==> src/rtl/reg_dump_pkg.sv <==
// Shared widths and FSM encoding for the register dump controller.
package reg_dump_pkg;
  localparam int W_DEF = 5;
  localparam int B_DEF = 32;

  typedef enum logic [1:0] {
    IDLE   = 2'd0,
    FETCH  = 2'd1,
    SEND_A = 2'd2,
    SEND_B = 2'd3
  } state_t;
endpackage

==> src/rtl/reg_dump_if.sv <==
// Bundle of the dump request, register-file read ports and output stream.
interface reg_dump_if
  import reg_dump_pkg::*;
#(
  parameter int W = W_DEF,
  parameter int B = B_DEF
) ();
  logic         start;
  logic [W-1:0] first_addr;
  logic [W-1:0] last_addr;
  logic [W-1:0] r_addr_A;
  logic [W-1:0] r_addr_B;
  logic [B-1:0] r_data_A;
  logic [B-1:0] r_data_B;
  // A beat transfers on a rising edge where out_valid and out_ready are both
  // high; once out_valid rises, data/addr/last hold until that edge.
  logic         out_valid;
  logic         out_ready;
  logic [B-1:0] out_data;
  logic [W-1:0] out_addr;
  logic         out_last;
  logic         busy;
  logic         done;
  state_t       dbg_state;

  modport master (
    input  start, first_addr, last_addr, r_data_A, r_data_B, out_ready,
    output r_addr_A, r_addr_B, out_valid, out_data, out_addr, out_last,
           busy, done, dbg_state
  );

  modport slave (
    output start, first_addr, last_addr, r_data_A, r_data_B, out_ready,
    input  r_addr_A, r_addr_B, out_valid, out_data, out_addr, out_last,
           busy, done, dbg_state
  );
endinterface

==> src/rtl/reg_dump_buf.sv <==
// Two-entry hold buffer capturing a register pair in a single FETCH cycle.
module reg_dump_buf
  import reg_dump_pkg::*;
#(
  parameter int B = B_DEF
) (
  input  logic         clk,
  input  logic         n_reset,
  input  logic         load,
  input  logic [B-1:0] in_a,
  input  logic [B-1:0] in_b,
  output logic [B-1:0] hold_a,
  output logic [B-1:0] hold_b
);
  always_ff @(posedge clk or negedge n_reset) begin
    if (!n_reset) begin
      hold_a <= '0;
      hold_b <= '0;
    end else if (load) begin
      hold_a <= in_a;
      hold_b <= in_b;
    end
  end
endmodule

==> src/rtl/reg_dump_ctrl.sv <==
// Streams registers first_addr..last_addr (wrapping) out of a dual-read-port
// register file, fetching two registers per FETCH cycle.
module reg_dump_ctrl
  import reg_dump_pkg::*;
#(
  parameter int W = W_DEF,
  parameter int B = B_DEF
) (
  input logic        clk,
  input logic        n_reset,
  reg_dump_if.master bus
);
  state_t       state, state_nxt;
  logic [W-1:0] ptr, end_addr, ptr_p1;
  logic [B-1:0] hold_a, hold_b;
  logic         latch_start, advance, load_hold, done_set, done_q;
  logic [W-1:0] r_addr_a, r_addr_b, beat_addr;
  logic [B-1:0] beat_data;
  logic         beat_valid, beat_last;

  assign ptr_p1 = ptr + W'(1);

  always_ff @(posedge clk or negedge n_reset) begin
    if (!n_reset) begin
      state    <= IDLE;
      ptr      <= '0;
      end_addr <= '0;
      done_q   <= 1'b0;
    end else begin
      state  <= state_nxt;
      done_q <= done_set;
      if (latch_start) begin
        ptr      <= bus.first_addr;
        end_addr <= bus.last_addr;
      end else if (advance) begin
        ptr <= ptr + W'(2);
      end
    end
  end

  always_comb begin
    state_nxt   = state;
    latch_start = 1'b0;
    advance     = 1'b0;
    load_hold   = 1'b0;
    done_set    = 1'b0;
    r_addr_a    = '0;
    r_addr_b    = '0;
    beat_valid  = 1'b0;
    beat_data   = '0;
    beat_addr   = '0;
    beat_last   = 1'b0;
    case (state)
      IDLE: begin
        if (bus.start) begin
          latch_start = 1'b1;
          state_nxt   = FETCH;
        end
      end
      FETCH: begin
        r_addr_a  = ptr;
        r_addr_b  = ptr_p1;
        load_hold = 1'b1;
        state_nxt = SEND_A;
      end
      SEND_A: begin
        beat_valid = 1'b1;
        beat_data  = hold_a;
        beat_addr  = ptr;
        beat_last  = (ptr == end_addr);
        if (bus.out_ready) begin
          if (ptr == end_addr) begin
            done_set  = 1'b1;
            state_nxt = IDLE;
          end else begin
            state_nxt = SEND_B;
          end
        end
      end
      SEND_B: begin
        beat_valid = 1'b1;
        beat_data  = hold_b;
        beat_addr  = ptr_p1;
        beat_last  = (ptr_p1 == end_addr);
        if (bus.out_ready) begin
          if (ptr_p1 == end_addr) begin
            done_set  = 1'b1;
            state_nxt = IDLE;
          end else begin
            advance   = 1'b1;
            state_nxt = FETCH;
          end
        end
      end
      default: state_nxt = IDLE;
    endcase
  end

  reg_dump_buf #(.B(B)) u_buf (
    .clk    (clk),
    .n_reset(n_reset),
    .load   (load_hold),
    .in_a   (bus.r_data_A),
    .in_b   (bus.r_data_B),
    .hold_a (hold_a),
    .hold_b (hold_b)
  );

  assign bus.r_addr_A  = r_addr_a;
  assign bus.r_addr_B  = r_addr_b;
  assign bus.out_valid = beat_valid;
  assign bus.out_data  = beat_data;
  assign bus.out_addr  = beat_addr;
  assign bus.out_last  = beat_last;
  assign bus.busy      = (state != IDLE);
  assign bus.done      = done_q;
  assign bus.dbg_state = state;
endmodule

==> src/flat_wrapper.sv <==
// flat-port wrapper written by rule: the top's interface ports become plain ports
module reg_dump_ctrl_flat import reg_dump_pkg::*;
#(
  parameter int W = W_DEF,
  parameter int B = B_DEF
)
  (clk, n_reset, bus_start, bus_first_addr, bus_last_addr, bus_r_data_A, bus_r_data_B, bus_out_ready, bus_r_addr_A, bus_r_addr_B, bus_out_valid, bus_out_data, bus_out_addr, bus_out_last, bus_busy, bus_done, bus_dbg_state);
  reg_dump_if #(.W(W), .B(B)) bus_i ();
  input logic clk;
  input logic n_reset;
  input wire logic [$bits(bus_i.start)-1:0] bus_start;
  input wire logic [$bits(bus_i.first_addr)-1:0] bus_first_addr;
  input wire logic [$bits(bus_i.last_addr)-1:0] bus_last_addr;
  input wire logic [$bits(bus_i.r_data_A)-1:0] bus_r_data_A;
  input wire logic [$bits(bus_i.r_data_B)-1:0] bus_r_data_B;
  input wire logic [$bits(bus_i.out_ready)-1:0] bus_out_ready;
  output wire logic [$bits(bus_i.r_addr_A)-1:0] bus_r_addr_A;
  output wire logic [$bits(bus_i.r_addr_B)-1:0] bus_r_addr_B;
  output wire logic [$bits(bus_i.out_valid)-1:0] bus_out_valid;
  output wire logic [$bits(bus_i.out_data)-1:0] bus_out_data;
  output wire logic [$bits(bus_i.out_addr)-1:0] bus_out_addr;
  output wire logic [$bits(bus_i.out_last)-1:0] bus_out_last;
  output wire logic [$bits(bus_i.busy)-1:0] bus_busy;
  output wire logic [$bits(bus_i.done)-1:0] bus_done;
  output wire logic [$bits(bus_i.dbg_state)-1:0] bus_dbg_state;
  assign bus_i.start = bus_start;
  assign bus_i.first_addr = bus_first_addr;
  assign bus_i.last_addr = bus_last_addr;
  assign bus_i.r_data_A = bus_r_data_A;
  assign bus_i.r_data_B = bus_r_data_B;
  assign bus_i.out_ready = bus_out_ready;
  assign bus_r_addr_A = bus_i.r_addr_A;
  assign bus_r_addr_B = bus_i.r_addr_B;
  assign bus_out_valid = bus_i.out_valid;
  assign bus_out_data = bus_i.out_data;
  assign bus_out_addr = bus_i.out_addr;
  assign bus_out_last = bus_i.out_last;
  assign bus_busy = bus_i.busy;
  assign bus_done = bus_i.done;
  assign bus_dbg_state = bus_i.dbg_state;
  reg_dump_ctrl #(.W(W), .B(B)) u_core (.clk(clk), .n_reset(n_reset), .bus(bus_i));
endmodule
==> config.mk <==
export PLATFORM = sky130hd
export DESIGN_NAME = reg_dump_ctrl_flat
export DESIGN_NICKNAME = d
export VERILOG_FILES = /design/src/rtl/reg_dump_pkg.sv /design/src/rtl/reg_dump_if.sv /design/src/rtl/reg_dump_buf.sv /design/src/rtl/reg_dump_ctrl.sv /design/src/flat_wrapper.sv
export SDC_FILE = /design/constraint.sdc
export NUM_CORES = 1
export LEC_CHECK = 0
export CORE_MARGIN = 5
export CORE_UTILIZATION = 42
export CTS_CLUSTER_SIZE = 25
export DETAILED_ROUTE_END_ITERATION = 12
export GPL_TIMING_DRIVEN = 0
export PLACE_DENSITY = 0.84
export SLEW_MARGIN = 20
export SYNTH_ARGS = -nofsm -noshare
export SYNTH_HDL_FRONTEND = slang
export SYNTH_SLANG_ARGS = --single-unit
export TNS_END_PERCENT = 20
==> constraint.sdc <==
create_clock -name clk -period 1.9 [get_ports clk]
set_input_delay 0.38 -clock clk [delete_from_list [all_inputs] [get_ports clk]]
set_output_delay 0.38 -clock clk [all_outputs]
set_load 0.01 [all_outputs]
Yosys cells after proc, flatten, opt, wreduce, memory -nomap -nowiden
Index checks and enable logic that the tools add are counted.

word-level totals
  register bits after elaboration = 77
  bits of input ports = 78
  output and inout bits = 53
  word-level logic and storage cells = 46

cells by class
  $add $sub $neg = 2
  equal/unequal tests = 8
  mux-type cells = 25
  reductions and logical operators = 5

operator list
  cell                   number
  $pmux W32 S2           1
  $mux W5                4
  $mux W1                12
  $eq A5 B5 Y1           2
  $pmux W5 S2            1
  $mux W2                4
  $pmux W2 S4            1
  $ne A2 B2 Y1 const B   3
  $add A5 B1 Y5 const B  1
  $add A5 B2 Y5 const B  1
  $eq A2 B2 Y1 const B   2
  $pmux W1 S2            2
  $reduce_bool A2 Y1     2
  $reduce_and A3 Y1      1
  $eq A2 B1 Y1 const B   1
  $logic_not A2 Y1       1
  $reduce_or A2 Y1       1

Depth between registers and ports, before layout
Gate-level depths: netlist of the first run.

  depth in word-level cells = 7
  gate-level depth with buffers = 8
  mapped depth without buffers = 7

Modules after synthesis
A second synthesis of the first run with hierarchy kept.

unflattened totals
  cells, all modules = 332
  area total of the unflattened synthesis = 4270.3 um^2

by module, submodules not included
  module         times used  cells each  area each (um^2)  sequential area each (um^2)
  reg_dump_buf   1           135         2678.8            1601.5
  reg_dump_ctrl  1           197         1591.5            325.3

Least setup slack after synthesis of the first run
OpenSTA, ideal clock, no wires.

  path kind = flip-flop to output port
  start = reg u_core.ptr[1]
  end = out bus_out_last
  arrival time = 1.663 ns
  required time = 1.520 ns
  slack = -0.143 ns
  cell stages (with the launch flop) = 7
  buffers on the path = 1
  cells stage by stage = dfrtp_1 ha_1 clkbuf_1 nand4b_1 a211oi_2 o311ai_4 a21oi_1

between the ends
  cells in the longest elaborated chain, start to end = 3
  elaborated cells on any way between the ends = 4
  those cells by class = add/sub: 1; eq/ne: 2; mux: 1

ends and longest elaborated chain
  item                    line                 source
  from (decl)             reg_dump_ctrl.sv:14  logic [W-1:0] ptr, end_addr, ptr_p1;
  from (signal assigned)  reg_dump_ctrl.sv:33  ptr <= bus.first_addr;
  from (signal assigned)  reg_dump_ctrl.sv:36  ptr <= ptr + W'(2);
  $add A5 B1 Y5           reg_dump_ctrl.sv:21  assign ptr_p1 = ptr + W'(1);
  $eq A5 B5 Y1            reg_dump_ctrl.sv:84  beat_last = (ptr_p1 == end_addr);
  $pmux W1 S2 (*)         reg_dump_ctrl.sv:53  case (state)
  to (decl)               flat_wrapper.sv:22   output wire logic [$bits(bus_i.out_last)-1:0] bus_out_last;

Mark *: on every way between the ends. The rest lies on a longest branch, timed or not.

Final worst setup path of the first run
  start = reg u_core.ptr[0]
  end = out bus_out_last

The elaborated chain is that of the path after synthesis.

==> flow_summary.yaml, run 1 <==
grt:
  grt_antenna_before_repair: 0
  grt.total_usage: 0.2187
  grt_overflow: 0
  grt_pass1_vias: 3829
  grt_max_degree: 44
  grt_pass1_wl_mm: 19.51
worst_setup_path:
  crit_path_top_delay_cell: "dfrtp_1"
  slowest_delay_ns: 0.42
  critPathMaxFanout: 7
  path_class: "register to output port"
  path_delay_family: "compound AO/OA/AOI/OAI gates"
  cpMostUsedCell: "buf_2"
  worstPathRequired_ns: 1.52
  worstPathCellList: "buf_2 -> xnor2_2 -> a211oi_2 -> o311ai_4 -> a21oi_2 -> buf_2"
  critPathCaptureType: "output port"
  crit_arrival_ns: 1.88
  cp-start-kind: "register"
  worst-path-buf-inv: 2
sta:
  period_share: 1.188
  grt_setup_unrepaired: "yes"
  finalSetupViolCount: 45
  drv_slew: 0
  worst_pin_slew_ns: 0.5735
  whs_ns: 0.4781
  clock_skew_ns: 0.008675
  fmax_mhz: 443.1
  relSlewSlack: 0.6177
  final_hold_viol_count: 0
  fin_crit_ns: 2.257
  worst_slack_ns: -0.3567
floorplanning:
  core.rowCount: 35
  core-area_um2: 9153
  die_x_um: 106.7
  die_height_um: 106.7
  die_area_um2: 11380
  ios: 131
  start_util: 0.4287
synth:
  synthTopCellsByCount: "nand2_1 (197), dfrtp_1 (77), mux2i_1 (34), nor2b_1 (34), clkbuf_1 (21)"
  synth.top_cell.area_share: 0.4911
  ys_seq_area_frac: 0.4911
  synthTopCellsByArea: "dfrtp_1 (49%), nand2_1 (19%), mux2i_1 (8.7%), nor2b_1 (5.4%), clkbuf_1 (2.0%)"
  ys_async_sr_fraction: 1.000
  syn-cell-area_um2: 3924
  synth.distinct_cells: 31
  ys_seq_elements: 77
  syn_area_per_cell_um2: 8.739
  synth_ff_type: "dfrtp_1"
  synth_top_area_cell: "dfrtp_1"
  yosys_warnings: 0
  synth-edff-count: 0
  syn_nets: 529
  synth_most_common_cell: "nand2_1"
  synth_cells: 449
clock_tree:
  cts_buffers: 9
  cts_max_level: 3
  clk_pin_slew_worst_paths_ns: 0.08
  cts.sinks: 77
  clock_path_buffers: 2
  cts-root-buf: "clkbuf_8"
  clk_latency_ns: 0.34
  cts_tree: "yes"
drt:
  drc: 0
  vias_per_cell: 5.138
  dr.pass1.iters: 4
  routed_wl_mm: 12.57
  ant_nets: 0
  drtIter0Drc: 192
  routed-via-count: 3771
  wire_per_inst_um: 17.13
pwr:
  pwr-share-seq: 0.287
  p_leak_nw: 2.968
  p_comb_frac: 0.611
  clockPowerShare: 0.101
  peakVddDrop_mv: 0.7801
  powerDensity_nw_per_um2: 1764
  internal-power_mw: 6.006
  swShare: 0.4176
  p_switching_mw: 4.306
run:
  max_cap_viol_count: 0
place:
  dpl_cell_area_um2: 5386
  dp_hpwl_mm: 8.526
  gp_congestion: 0.9001
  portBuffers: 130
  post-place-ws_ns: -0.7528
layout:
  diodes: 0
  fillers: 760
  stdcell_area_um2: 5846
  area_growth_pct: 48.98
  final_nets: 699
  drive_gt1_frac: 0.2183
worst_hold_path:
  min_path_type: "register to register"
status:
  violations: "negative setup slack"
  outcome: "complete, but fails checks"
sequential cells by signal (all words and copies together), names as in the netlist:
signal	cells
u_core.bus.done	1
u_core.u_buf.hold_b	32
u_core.bus.dbg_state	2
u_core.u_buf.hold_a	32
u_core.ptr	5
u_core.end_addr	5
final cells by class:
type | instances | area, µm² | share of cell area
plain buffers | 30 | 227.7 | 0.03896
well taps | 111 | 138.9 | 0.02376
repair buffers | 162 | 1463 | 0.2502
flip-flops and latches | 77 | 1931 | 0.3303
inverters | 2 | 7.507 | 0.001284
clock inverters | 2 | 10.01 | 0.001712
multi-input cells | 337 | 1919 | 0.3283
clock buffers | 13 | 148.9 | 0.02547
worst reg2reg max path, cell delays in order, from the launching register on:
cell	delay, ns
dfrtp_1	0.43
buf_6	0.16
nor3b_1	0.14
o21a_1	0.20
o311ai_4	0.30
buf_4	0.21
nand3_2	0.13
nand3_1	0.15
o211ai_1	0.13
metal layers:
| metal | global-route usage | up-vias | part of all wire |
|---|---|---|---|
| met4 | 0.09863 | 0 | 0.037 |
| met3 | 0.03913 | 39 | 0.059 |
| li1 | - | 1741 | - |
| met1 | 0.2922 | 1833 | 0.42 |
| met2 | 0.3480 | 158 | 0.48 |
| met5 | 0 | - | 0 |
stage by stage:
step | setup TNS (ns) | power, mW | std cells | utilization
6_report | -2.870 | 10.31 | 734 | 0.6387
5_1_grt | -6.337 | 11.06 | 734 | 0.6387
4_1_cts | -4.305 | 9.852 | 722 | 0.6212
3_5_place_dp | -20.49 | 8.631 | 691 | 0.5885
3_3_place_gp | -184.50 | 8.403 | 690 | 0.5866
2_1_floorplan | 0 | 6.145 | 449 | -
worst paths after layout:
path / startpoint / slack, ns / endpoint / depth (start not counted)
min reg2reg: u_core.u_buf.hold_a[17]$_DFFE_PN0P_ / 0.48 / u_core.u_buf.hold_a[17]$_DFFE_PN0P_ / 2
min in group asynchronous: n_reset / 0.53 / u_core.ptr[0]$_DFFE_PN0P_ / 2
max: u_core.ptr[0]$_DFFE_PN0P_ / -0.36 / bus_out_last / 6
min: u_core.u_buf.hold_a[17]$_DFFE_PN0P_ / 0.48 / u_core.u_buf.hold_a[17]$_DFFE_PN0P_ / 2
max in group asynchronous: n_reset / 0.77 / u_core.bus.dbg_state[0]$_DFFE_PN0P_ / 3
max reg2reg: u_core.ptr[2]$_DFFE_PN0P_ / -0.09 / u_core.ptr[1]$_DFFE_PN0P_ / 8
placed cells by master, fill, tap and decap left out, types with 2 or more instances in the layout:
cell type,count
nor2b_1,33
o211ai_1,3
clkdlybuf4s50_1,79
buf_2,47
inv_1,2
and2_1,10
clkbuf_2,6
dfrtp_2,3
buf_6,15
buf_1,2
clkbuf_8,12
buf_12,3
clkbuf_16,3
mux2_2,6
xor2_1,7
nor2_1,9
buf_4,14
nand3_2,2
dfrtp_1,74
a21oi_1,5
nand4_1,3
mux2i_1,33
buf_8,6
nand2_2,2
xnor2_1,6
nand2_1,195
clkbuf_1,14
clkinv_2,2
nand3_1,3
ha_4,2
power by group through the flow:
stage	combinational, mW	clock (mW)	sequential, mW
2_1_floorplan	3.31	0	2.84
3_3_place_gp	5.50	0	2.90
3_5_place_dp	5.67	0	2.96
4_1_cts	5.86	1.07	2.92
5_1_grt	6.87	1.14	3.05
6_report	6.30	1.05	2.96
kinds of logic after synthesis:
logic type	share of synthesized area
multiplexers	0.1040
buffers and inverters	0.03795
AND/OR/NAND/NOR	0.2934
XOR/XNOR	0.03954
AO/OA/AOI/OAI	0.02774
adder cells (fa/ha/maj)	0.006377
flip-flops	0.4911
what timing repair did:
action | in CTS | in global routing
setup endpoints to repair | 74 | 73
resized for setup | 214 | 64
setup buffers | 14 | 13
hold buffers | 1 | 0
cloned | 2 | 2
hold endpoints to repair | 8 | 0
pin swaps | 3 | 3
(Power assumes the default switching activity.)
==> run 2, diff against run 1 <==
--- a/config.mk
+++ b/config.mk
@@ -11,7 +11,7 @@
 export DETAILED_ROUTE_END_ITERATION = 12
 export GPL_TIMING_DRIVEN = 0
 export PLACE_DENSITY = 0.84
-export SLEW_MARGIN = 20
+export SLEW_MARGIN = 5
 export SYNTH_ARGS = -nofsm -noshare
 export SYNTH_HDL_FRONTEND = slang
 export SYNTH_SLANG_ARGS = --single-unit
==> constraint.sdc (replaced) <==
create_clock -name clk -period 1.8 [get_ports clk]
set_input_delay 0.36 -clock clk [delete_from_list [all_inputs] [get_ports clk]]
set_output_delay 0.36 -clock clk [all_outputs]
set_load 0.01 [all_outputs]
==> run 2 against run 1 <==
Effect of this change:
- the run still ends with negative setup slack left
- utilization rose by 1.4 points
- combinational power is 6.7% higher
- via count shrank 0.82%
- first-iteration DRC count down 2.6%
- design area grew 2.2%
- die area did not move
- clock power increased by 38%
- critical path type unchanged
==> flow_summary.yaml, run 2 (synthesis gave the netlist of run 1 again) <==
floorplanning:
  start_util: 0.4287
  core-area_um2: 9153
  core.rowCount: 35
  ios: 131
  die_x_um: 106.7
  die_area_um2: 11380
  die_height_um: 106.7
worst_setup_path:
  slowest_delay_ns: 0.45
  critPathMaxFanout: 3
  path_class: "register to output port"
  r2r_setup_slack_ns: -0.26
  critPathCaptureType: "output port"
  worstPathRequired_ns: 1.44
  cp-start-kind: "register"
  crit_path_top_delay_cell: "dfrtp_2"
  path_delay_family: "compound AO/OA/AOI/OAI gates"
  worst-path-buf-inv: 1
  worstPathCellList: "ha_4 -> xor2_2 -> a211oi_2 -> o311ai_4 -> a21oi_2 -> buf_2"
  crit_arrival_ns: 1.93
place:
  dpl_cell_area_um2: 5400
  portBuffers: 130
  placedCellCount: 691
  gp_congestion: 0.8722
  dp_hpwl_mm: 8.603
  post-place-ws_ns: -0.8314
layout:
  diodes: 0
  top_regs: "u_core.u_buf.hold_a x32, u_core.u_buf.hold_b x32"
  area_growth_pct: 52.23
  regArea_um2: 1932
  fin_cells: 743
  final_cell_mix: "nand2_1 (196), clkdlybuf4s50_1 (79), dfrtp_1 (73)"
  fillers: 758
  layout_commonest_cell: "nand2_1"
  final_nets: 707
  multi_input_area_um2: 1941
  drive_gt1_frac: 0.2358
  stdcell_area_um2: 5973
  finish.utilization: 0.6526
drt:
  dr.pass1.iters: 4
  dr_wl_met3_um: 660
  dr_wl_met2_mm: 6.268
  wl_met1_mm: 5.083
  routed-via-count: 3740
  drc: 0
  top_layer: "met4"
  drtIter0Drc: 187
  vias_per_cell: 5.034
  routed_wl_mm: 12.42
  wire_per_inst_um: 16.72
  ant_nets: 0
grt:
  grt_overflow: 0
  grt_max_degree: 43
  grt.total_usage: 0.2169
  grt_antenna_before_repair: 0
  grt_pass1_vias: 3733
  grt_pass1_wl_mm: 19.26
sta:
  grt_setup_unrepaired: "yes"
  finalSetupViolCount: 57
  period_share: 1.273
  relSlewSlack: 0.6272
  worst_pin_slew_ns: 0.5592
  final_hold_viol_count: 0
  drv_slew: 0
  fmax_mhz: 436.3
  worst_slack_ns: -0.4919
  clock_skew_ns: 0.01181
  fin_crit_ns: 2.292
status:
  outcome: "complete, but fails checks"
  violations: "negative setup slack"
clock_tree:
  cts_max_level: 3
  cts_buffers: 9
  clock_path_buffers: 2
  cts.sinks: 77
  cts-root-buf: "clkbuf_8"
  clk_latency_ns: 0.35
  cts_tree: "yes"
  clk_pin_slew_worst_paths_ns: 0.08
pwr:
  powerDensity_nw_per_um2: 1894
  peakVddDrop_mv: 0.8515
  p_leak_nw: 3.056
run:
  max_cap_viol_count: 0
worst_hold_path:
  min_path_type: "register to register"
-- run 2: cell types whose count changed in the layout (fill, tap and decap cells not counted), sizes merged --
cell	previous run	this run
clkinv	2	3
dlygate4sd2	1	2
buf	88	99
bufinv	0	2
clkbuf	35	28
clkinvlp	0	1
-- run 2: layout make-up --
class / count / share of cell area
Clock inverter: 6 / 0.01445
Sequential cell: 77 / 0.3234
Inverter: 2 / 0.001257
Timing Repair Buffer: 170 / 0.2453
Clock buffer: 10 / 0.02304
Tap cell: 111 / 0.02325
Buffer: 30 / 0.04441
Multi-Input combinational cell: 337 / 0.3249
-- run 2: power by group --
group | switching [mW] | leakage, nW | total [mW] | internal (mW)
combinational | 3.42 | 2.01 | 6.72 | 3.31
clock | 0.636 | 0.112 | 1.45 | 0.816
sequential | 0.542 | 0.937 | 3.14 | 2.60
-- run 2: worst register-to-register path: cells and delay by family, from the launching register on --
| family | cells | cell delay, ns |
|---|---|---|
| AOI/OAI and AO/OA | 3 | 0.53 |
| buffers and inverters | 2 | 0.29 |
| adders and majority gates | 1 | 0.26 |
| and+or+nand+nor | 1 | 0.08 |
| muxes | 1 | 0.19 |
| DFF | 1 | 0.45 |
| xor gates and xnor gates | 1 | 0.14 |
-- run 2: metrics by stage --
| step | setup TNS, ns | total power, mW | hold slack [ns] |
|---|---|---|---|
| 2_1_floorplan | 0 | 6.511 | 0.06441 |
| 3_3_place_gp | -192.57 | 8.901 | 0.4560 |
| 3_5_place_dp | -27.10 | 9.135 | 0.3508 |
| 4_1_cts | -7.324 | 10.79 | 0.4794 |
| 5_1_grt | -15.66 | 12.09 | 0.4964 |
| 6_report | -11.90 | 11.32 | 0.4789 |
-- run 2: final timing paths --
| path | start | end | depth (start not counted) |
|---|---|---|---|
| min in group asynchronous | n_reset | u_core.bus.dbg_state[0]$_DFFE_PN0P_ | 2 |
| hold reg to reg | u_core.u_buf.hold_b[12]$_DFFE_PN0P_ | u_core.u_buf.hold_b[12]$_DFFE_PN0P_ | 2 |
| hold / removal | u_core.u_buf.hold_b[12]$_DFFE_PN0P_ | u_core.u_buf.hold_b[12]$_DFFE_PN0P_ | 2 |
| setup reg to reg | u_core.ptr[1]$_DFFE_PN0P_ | u_core.ptr[2]$_DFFE_PN0P_ | 9 |
| setup / recovery | u_core.ptr[1]$_DFFE_PN0P_ | bus_out_last | 6 |
| max in group asynchronous | n_reset | u_core.u_buf.hold_b[16]$_DFFE_PN0P_ | 3 |
-- run 2: per-layer routing --
metal | global-route usage | up-vias
met5 | 0 | -
met4 | 0.09498 | 0
met3 | 0.03672 | 28
met2 | 0.3732 | 139
met1 | 0.2679 | 1808
li1 | - | 1765
-- run 2: what timing repair did --
item,CTS,global route
hold endpoints to repair,35,0
hold buffers,1,0
endpoints found under the setup margin,77,89
gates cloned,1,0
pin swaps,8,8
buffers inserted,17,21
resized for setup,244,37
==> run 3, diff against run 2 <==
--- a/config.mk
+++ b/config.mk
@@ -5,12 +5,13 @@
 export SDC_FILE = /design/constraint.sdc
 export NUM_CORES = 1
 export LEC_CHECK = 0
+export CAP_MARGIN = 5
 export CORE_MARGIN = 5
-export CORE_UTILIZATION = 42
+export CORE_UTILIZATION = 46
 export CTS_CLUSTER_SIZE = 25
 export DETAILED_ROUTE_END_ITERATION = 12
 export GPL_TIMING_DRIVEN = 0
-export PLACE_DENSITY = 0.84
+export PLACE_DENSITY = 0.87
 export SLEW_MARGIN = 5
 export SYNTH_ARGS = -nofsm -noshare
 export SYNTH_HDL_FRONTEND = slang
==> constraint.sdc (replaced) <==
create_clock -name clk -period 2.16 [get_ports clk]
set_input_delay 0.432 -clock clk [delete_from_list [all_inputs] [get_ports clk]]
set_output_delay 0.432 -clock clk [all_outputs]
set_load 0.01 [all_outputs]
==> run 3 against run 2 <==
Effect of this change:
- the run still ends with negative setup slack left
- sequential cell count is the same
- critical path type unchanged
- critical path depth stayed put
- highest routed layer unchanged
- cell count fell by 3.6%
- design area shrank 3.8%
==> flow_summary.yaml, run 3 (synthesis gave the netlist of run 1 again) <==
status:
  outcome: "complete, but fails checks"
  violations: "negative setup slack"
sta:
  fin_tns_setup_ns: -0.1924
  grt_setup_unrepaired: "yes"
  final_hold_viol_count: 0
  period_share: 1.089
  relSlewSlack: 0.6255
  clock_skew_ns: 0.01037
  fin_crit_ns: 2.352
  worst_slack_ns: -0.1924
  fmax_mhz: 425.1
  worst_pin_slew_ns: 0.5617
  finalSetupViolCount: 1
  drv_slew: 0
worst_setup_path:
  worst-path-buf-inv: 1
  critPathCaptureType: "output port"
  path_delay_family: "compound AO/OA/AOI/OAI gates"
  crit_arrival_ns: 1.92
  path_class: "register to output port"
  slowest_delay_ns: 0.44
  crit_path_top_delay_cell: "dfrtp_2"
  cp-start-kind: "register"
  worstPathCellList: "ha_4 -> xor2_1 -> a211oi_2 -> o311ai_4 -> a21oi_1 -> buf_2"
  worstPathRequired_ns: 1.73
  critPathMaxFanout: 3
layout:
  layout_commonest_cell: "nand2_1"
  fin_cells: 716
  stdcell_area_um2: 5748
  final_nets: 685
  area_growth_pct: 46.49
  fillers: 639
  drive_gt1_frac: 0.1656
  top_regs: "u_core.u_buf.hold_a x32, u_core.u_buf.hold_b x32"
  final_cell_mix: "nand2_1 (196), clkdlybuf4s50_1 (80), dfrtp_1 (75)"
  finish.utilization: 0.6961
clock_tree:
  clk_pin_slew_worst_paths_ns: 0.08
  clock_path_buffers: 2
  cts_max_level: 3
  cts_buffers: 9
  clk_latency_ns: 0.35
  cts.sinks: 77
  cts_tree: "yes"
  cts-root-buf: "clkbuf_8"
drt:
  drtIter0Drc: 180
  dr_wl_met2_mm: 5.832
  dr.pass1.iters: 4
  drc: 0
  top_layer: "met4"
  ant_nets: 0
  routed-via-count: 3604
  wl_met1_mm: 4.882
  routed_wl_mm: 11.75
  wire_per_inst_um: 16.41
  dr_wl_met3_um: 698
  vias_per_cell: 5.034
pwr:
  p_leak_nw: 2.916
  powerDensity_nw_per_um2: 1564
  pwr-share-seq: 0.290
  clockPowerShare: 0.146
  internal-power_mw: 5.320
  swShare: 0.4081
  p_switching_mw: 3.668
  peakVddDrop_mv: 0.8757
  finalPower_mw: 8.988
  p_comb_frac: 0.564
worst_hold_path:
  min_path_type: "register to register"
place:
  portBuffers: 130
  gp_congestion: 0.8936
  placedCellCount: 685
  dp_hpwl_mm: 8.224
  dpl_cell_area_um2: 5381
grt:
  grt_max_degree: 57
  grt_pass1_vias: 3692
  grt_overflow: 0
  grt_pass1_wl_mm: 17.68
  grt.total_usage: 0.2211
  grt_antenna_before_repair: 1
run:
  max_cap_viol_count: 0
floorplanning:
  core-area_um2: 8258
  die_x_um: 102.4
  die_height_um: 102.4
  ios: 131
  core.rowCount: 33
  start_util: 0.4752
  die_area_um2: 10480
-- run 3: changes by cell type in the layout (fill, tap and decap cells not counted), sizes merged, moves of 3 or more --
cell           previous run  this run
buf                      99        31
clkdlybuf4s15             0         6
dlygate4sd2               2         6
dlymetal6s2s              1         4
clkbuf                   28        60
-- run 3: worst register-to-register path, cell delays in order (launching register included) --
cell	delay, ns
dfrtp_2	0.44
ha_4	0.25
xor2_1	0.18
a211oi_2	0.26
o311ai_4	0.16
buf_4	0.19
nand3_2	0.11
mux2i_1	0.20
a21oi_1	0.12
-- run 3: worst paths after layout --
path	start	slack, ns	cells after the start	endpoint
max	u_core.ptr[1]$_DFFE_PN0P_	-0.19	6	bus_out_last
min	u_core.u_buf.hold_b[27]$_DFFE_PN0P_	0.48	2	u_core.u_buf.hold_b[27]$_DFFE_PN0P_
max reg2reg	u_core.ptr[1]$_DFFE_PN0P_	0.10	8	u_core.ptr[2]$_DFFE_PN0P_
min reg2reg	u_core.u_buf.hold_b[27]$_DFFE_PN0P_	0.48	2	u_core.u_buf.hold_b[27]$_DFFE_PN0P_
max in group asynchronous	n_reset	1.05	3	u_core.bus.dbg_state[1]$_DFFE_PN0P_
min in group asynchronous	n_reset	0.52	2	u_core.bus.done$_DFF_PN0_
-- run 3: routing by layer --
metal  GRT usage  vias up
met3     0.03549       28
li1            -     1724
met4     0.09788        0
met2      0.3738      159
met5           0        -
met1      0.2797     1693
-- run 3: power by group through the flow --
stage	Clock, mW	Combinational (mW)	Sequential, mW
2_1_floorplan	0	2.90	2.50
3_3_place_gp	0	4.80	2.55
3_5_place_dp	0	4.94	2.61
4_1_cts	1.32	4.89	2.57
5_1_grt	1.40	5.50	2.68
6_report	1.31	5.07	2.61
-- run 3: layout make-up --
type                    count  area (µm²)  area share
diodes                      1       2.502   0.0004354
plain buffers              32       246.5     0.04288
clock buffers              10       127.6     0.02220
clock inverters             6       111.4     0.01937
inverters                   2       7.507    0.001306
multi-input cells         337        1888      0.3285
flip-flops and latches     77        1929      0.3357
well taps                 105       131.4     0.02286
repair buffers            146        1304      0.2268
-- run 3: metrics by stage --
step	hold WS (ns)	worst slack (ns)
finish	0.4796	-0.1924
global route	0.4929	-0.2650
CTS	0.4800	-0.2411
detailed placement	0.3483	-0.7122
global placement	0.4565	-1.866
floorplan	0.1364	0.06503
-- run 3: what timing repair did --
action                                 CTS  global route
pin swaps                                4             2
resized for setup                       83            89
setup buffers                            5             8
endpoints found under the hold margin   21             0
setup endpoints to repair               53            44
gates cloned                             0             1
hold buffers                             1             0
